`config.mk`:
```
export PLATFORM = sky130hd
export DESIGN_NAME = background_index_fetch
export DESIGN_NICKNAME = d
export VERILOG_FILES = /design/src/rtl/background_index_fetch.sv
export SDC_FILE = /design/constraint.sdc
export NUM_CORES = 1
export LEC_CHECK = 0
export ABC_AREA = 0
export BUFFER_PORTS_ARGS = -buffer_cell sky130_fd_sc_hd__buf_2
export CELL_PAD_IN_SITES_DETAIL_PLACEMENT = 2
export CELL_PAD_IN_SITES_GLOBAL_PLACEMENT = 2
export CORE_MARGIN = 1
export CORE_UTILIZATION = 33
export CTS_CLUSTER_SIZE = 24
export DETAILED_ROUTE_END_ITERATION = 6
export PLACE_DENSITY = 0.74
export SETUP_SLACK_MARGIN = 0.3
export SYNTH_ARGS = -nofsm -noshare
export SYNTH_HDL_FRONTEND = slang
export SYNTH_SLANG_ARGS = --single-unit
```
`constraint.sdc`:
```
create_clock -name Clk -period 4.6 [get_ports Clk]
set_input_delay 0.46 -clock Clk [delete_from_list [all_inputs] [get_ports Clk]]
set_output_delay 0.46 -clock Clk [all_outputs]
set_load 0.01 [all_outputs]
```
`src/rtl/background_index_fetch.sv`:
```
// Background index fetch: nearest-neighbour DDA scaling of the VGA scan onto the
// background index ROM, with a 2-cycle aligned palette index output stream.
module background_index_fetch #(
    parameter int SRC_W = 480,
    parameter int SRC_H = 320,
    parameter int DST_W = 640,
    parameter int DST_H = 480,
    parameter int AW    = 18
) (
    input  logic          Clk,
    input  logic          Reset,
    input  logic          frame_start,
    input  logic          line_start,
    input  logic          pixel_valid,
    output logic [AW-1:0] rom_addr,
    input  logic [4:0]    rom_data,
    output logic [4:0]    index,
    output logic          index_valid
);

    localparam int XW  = $clog2(SRC_W);
    localparam int YW  = $clog2(SRC_H);
    localparam int AXW = $clog2(DST_W + SRC_W);
    localparam int AYW = $clog2(DST_H + SRC_H);

    localparam logic [XW-1:0]  X_LAST     = XW'(SRC_W - 1);
    localparam logic [YW-1:0]  Y_LAST     = YW'(SRC_H - 1);
    localparam logic [XW-1:0]  X_ONE      = XW'(1);
    localparam logic [YW-1:0]  Y_ONE      = YW'(1);
    localparam logic [AXW-1:0] ACC_X_INC  = AXW'(SRC_W);
    localparam logic [AXW-1:0] ACC_X_WRAP = AXW'(DST_W);
    localparam logic [AYW-1:0] ACC_Y_INC  = AYW'(SRC_H);
    localparam logic [AYW-1:0] ACC_Y_WRAP = AYW'(DST_H);
    localparam logic [AW-1:0]  LINE_STEP  = AW'(SRC_W);

    logic [XW-1:0]  src_x_q, src_x_d;
    logic [AXW-1:0] acc_x_q, acc_x_d;
    logic [YW-1:0]  src_y_q, src_y_d;
    logic [AYW-1:0] acc_y_q, acc_y_d;
    logic [AW-1:0]  line_base_q, line_base_d;
    logic           first_line_q, first_line_d;
    logic           pipe_valid_q, pipe_valid_d;
    logic           index_valid_q, index_valid_d;
    logic [4:0]     index_q, index_d;

    always_comb begin
        // NOTE: every _d gets its hold value first so no path through this block
        // leaves a variable unassigned, which would otherwise infer a latch.
        src_x_d       = src_x_q;
        acc_x_d       = acc_x_q;
        src_y_d       = src_y_q;
        acc_y_d       = acc_y_q;
        line_base_d   = line_base_q;
        first_line_d  = first_line_q;

        if (frame_start) begin
            src_y_d      = '0;
            acc_y_d      = '0;
            line_base_d  = '0;
            first_line_d = 1'b1;
            src_x_d      = '0;
            acc_x_d      = '0;
        end

        if (line_start) begin
            src_x_d = '0;
            acc_x_d = '0;
            if (first_line_d) begin
                first_line_d = 1'b0;
            end else begin
                acc_y_d = acc_y_d + ACC_Y_INC;
                if (acc_y_d >= ACC_Y_WRAP) begin
                    acc_y_d = acc_y_d - ACC_Y_WRAP;
                    if (src_y_d != Y_LAST) begin
                        src_y_d     = src_y_d + Y_ONE;
                        line_base_d = line_base_d + LINE_STEP;
                    end
                end
            end
        end

        // The address reflects any frame/line restart of this same cycle, so a
        // pixel coinciding with line_start fetches column 0 of the new line.
        rom_addr = line_base_d + AW'(src_x_d);

        if (pixel_valid) begin
            acc_x_d = acc_x_d + ACC_X_INC;
            if (acc_x_d >= ACC_X_WRAP) begin
                acc_x_d = acc_x_d - ACC_X_WRAP;
                if (src_x_d != X_LAST) begin
                    src_x_d = src_x_d + X_ONE;
                end
            end
        end

        pipe_valid_d  = pixel_valid;
        index_valid_d = pipe_valid_q;
        index_d       = pipe_valid_q ? rom_data : index_q;
    end

    always_ff @(posedge Clk) begin
        // NOTE: non-blocking assignments here so every flop samples the values
        // from before the edge, independent of statement order.
        if (Reset) begin
            src_x_q       <= '0;
            acc_x_q       <= '0;
            src_y_q       <= '0;
            acc_y_q       <= '0;
            line_base_q   <= '0;
            first_line_q  <= 1'b1;
            pipe_valid_q  <= 1'b0;
            index_valid_q <= 1'b0;
            index_q       <= '0;
        end else begin
            src_x_q       <= src_x_d;
            acc_x_q       <= acc_x_d;
            src_y_q       <= src_y_d;
            acc_y_q       <= acc_y_d;
            line_base_q   <= line_base_d;
            first_line_q  <= first_line_d;
            pipe_valid_q  <= pipe_valid_d;
            index_valid_q <= index_valid_d;
            index_q       <= index_d;
        end
    end

    assign index       = index_q;
    assign index_valid = index_valid_q;

endmodule

```
==> impl_metrics.env <==
export IMPL_status="finished with violations"
export IMPL_failed_checks="DRC"
export IMPL_min_path_type="primary input to flop"
export IMPL_cts_clk_slew_worst_paths_ns=0.06
export IMPL_drv_slew=0
export IMPL_cts_buffers=9
export IMPL_ctsHtreeMaxLevel=3
export IMPL_fp_dieArea_um2=12400
export IMPL_drtPass1Iterations=6
export IMPL_cts_tree="yes"
export IMPL_cts_sinks=60
export IMPL_tightest_slew_ns=0.541
export IMPL_grt_overflow_total=0
export IMPL_ctsHoldBuffers=0
export IMPL_cp_start_kind="flop"
export IMPL_clockBufferDepth=2
export IMPL_cap_violations=0
export IMPL_start_util_pct=34.2
export IMPL_antenna_found_initial=1
export IMPL_hold_viol=0
export IMPL_fin_crit_sh_pct=91.6
export IMPL_synth_warnings=0
export IMPL_finalClockSkew_ns=0.00585
export IMPL_post_route_util_pct=42.1
export IMPL_tns_ns=0
export IMPL_num_rows=39
export IMPL_wirelength_mm=11.9
export IMPL_instances_no_fill=644
export IMPL_p_leak_nw=1.94
export IMPL_pre_cts_slack_ns=0.265
export IMPL_final_antenna_net_count=0
export IMPL_drtIter0Drc=96
export IMPL_finalSetupViolations=0
export IMPL_synthToLayoutAreaGrowth_pct=23.2
export IMPL_cp_max_fo=4
export IMPL_synth_area_um2=3950
export IMPL_ys_async_sr_fraction_pct=0
export IMPL_place_area_um2=4250
export IMPL_fin_nets=525
export IMPL_rsz0062_at_grt="no"
export IMPL_max_slew_margin_pct=63.4
export IMPL_synthCells=461
export IMPL_insertion_delay_ns=0.35
export IMPL_vdd_drop_max_v=0.000177
export IMPL_syn_nets=491
export IMPL_fillCellCount=1281
export IMPL_endpoint_kind="primary output"
export IMPL_gp_congestion=0.776
export IMPL_vias=3454
export IMPL_grt_max_degree=30
export IMPL_arrival_ns=3.75
export IMPL_grt_pass1_wl_mm=19.0
export IMPL_path_class="flop to primary output"
export IMPL_die_y_um=111
export IMPL_powerDensity_nw_per_um2=283
export IMPL_io_buffers=33
export IMPL_ys_flop_type="dfxtp_1"
export IMPL_min_period_ns=4.21
export IMPL_fin_ws_ns=0.387
export IMPL_grt_pass1_vias=3780
export IMPL_core_um2=11600
export IMPL_ys_seq_elements=60
export IMPL_wl_per_cell_um=18.5
export IMPL_critPathRequiredTime_ns=4.14
export IMPL_synth_seq_area_share_pct=30.4
export IMPL_drc=2
export IMPL_io_pin_count=34
export IMPL_max_freq_mhz=237
export IMPL_power_mw=1.38
export IMPL_hpwl_mm=8.42
export IMPL_drive_gt1_share_pct=24.0
export IMPL_synth_edff_count=0
export IMPL_postSynthAreaPerCell_um2=8.57
export IMPL_cts_root_buf="clkbuf_16"
export IMPL_dp_cells=620
export IMPL_synth_cell_types=72
export IMPL_viasPerCell=5.36
export IMPL_fp_dieW_um=111
export IMPL_whs_ns=0.353
export IMPL_grt_usage_pct=19.5
export IMPL_design_area_um2=4870
## area by class of cell
type / count / area [um^2] / area share [%]
antenna: 1 / 2.50 / 0.0514
clock buffer: 10 / 239 / 4.91
clock inverter: 6 / 87.6 / 1.80
inverter: 9 / 33.8 / 0.694
multi-input combinational: 367 / 2830 / 58.0
sequential: 60 / 1210 / 24.8
tap: 143 / 179 / 3.67
timing repair buffer: 48 / 294 / 6.04
## cells in the mapped netlist, types with 3 or more instances
cell,instances,area [um^2]
nand2b_1,11,68.8
xor2_1,24,210
mux2i_1,10,100
nor3b_1,4,30.0
ha_1,19,238
a211oi_1,6,45.0
nand2_1,31,116
a31oi_1,6,37.5
a21o_1,4,30.0
dfxtp_1,60,1200
and2_1,20,125
nor2_1,58,218
nor2b_1,25,156
inv_1,9,33.8
nand4_1,9,56.3
nand3_1,10,50.1
nor3_1,14,70.1
o211ai_2,3,37.5
and3_1,7,43.8
a21oi_1,10,50.1
xnor2_1,22,193
nand3b_1,4,30.0
nor4_1,5,31.3
clkbuf_1,15,56.3
buf_2,3,15.0
o21ai_0,10,50.1
nand4b_1,4,35.0
buf_6,3,33.8
## worst max-delay path, stage by stage, from the launching register on
cell and delay, ns:
dfxtp_4 0.35, nor2b_4 0.14, ha_4 0.19, xor2_4 0.16, nor3_4 0.30, o21ai_2 0.15
nor2_4 0.20, nand2_1 0.10, xnor2_1 0.18, ha_1 0.32, o21ai_0 0.14, nand2b_1 0.18
o211a_4 0.22, o221ai_4 0.15, nor4_2 0.30, xor2_1 0.17, buf_2 0.14
## layout by cell type, fill, tap and decap left out, types with 5 or more instances in the layout
cell,n
dfxtp_1,57
nor2_1,56
buf_2,33
nand2_1,30
xnor2_1,22
xor2_1,22
nor2b_1,21
and2_1,20
ha_1,13
buf_4,13
nor3_1,12
nand2b_1,11
nand3_1,9
nand4_1,9
a21oi_1,9
mux2i_1,9
clkbuf_16,9
inv_1,8
o21ai_0,8
and3_1,7
a31oi_1,6
a211oi_1,6
ha_4,5
## sequential cells by signal, summed over array words and instances, names as in the netlist
name	cells
acc_x_q	11
acc_y_q	5
first_line_q	1
index	5
index_valid	1
index_valid_d	1
line_base_q	18
src_x_q	9
src_y_q	9
## cell families after synthesis
group / after synthesis / synth area share [%]
compound gates: 63 / 12.7
flops: 60 / 30.4
xor+xnor: 47 / 10.6
simple gates: 223 / 31.7
buf+inv: 34 / 4.02
fa+ha+maj: 20 / 6.52
mux: 14 / 4.05
## routing by layer
metal / vias to the layer above / global-route usage (%) / share of wire, %
met5: - / 0 / 0
li1: 1685 / - / -
met1: 1717 / 22.0 / 43
met2: 34 / 35.3 / 52
met4: 0 / 9.01 / 3.1
met3: 18 / 4.03 / 2.2
## power breakdown
group / leakage [nW] / internal (mW) / switching (mW)
registers: 0.488 / 0.528 / 0.0102
clock network: 0.151 / 0.487 / 0.260
logic: 1.30 / 0.0345 / 0.0572
## timing repair
action                     4_1_cts  5_1_grt
setup buffers                    0        7
pin swaps                        0       13
setup endpoints to repair        8        7
cloned                           0        0
gates resized for setup         12       31
## path summary, 6_finish.rpt
| check | start | to | slack [ns] | cells past startpoint |
|---|---|---|---|---|
| worst max-delay path | acc_y_q[6] | rom_addr[16] | 0.39 | 16 |
| worst min-delay path | rom_data[2] | index[2] | 0.35 | 3 |
| worst max register to register | acc_x_q[5] | src_x_q[3] | 1.45 | 9 |
| worst min register to register | line_base_q[4] | line_base_q[4] | 0.46 | 1 |
Power figures use the tool's default switching activity.
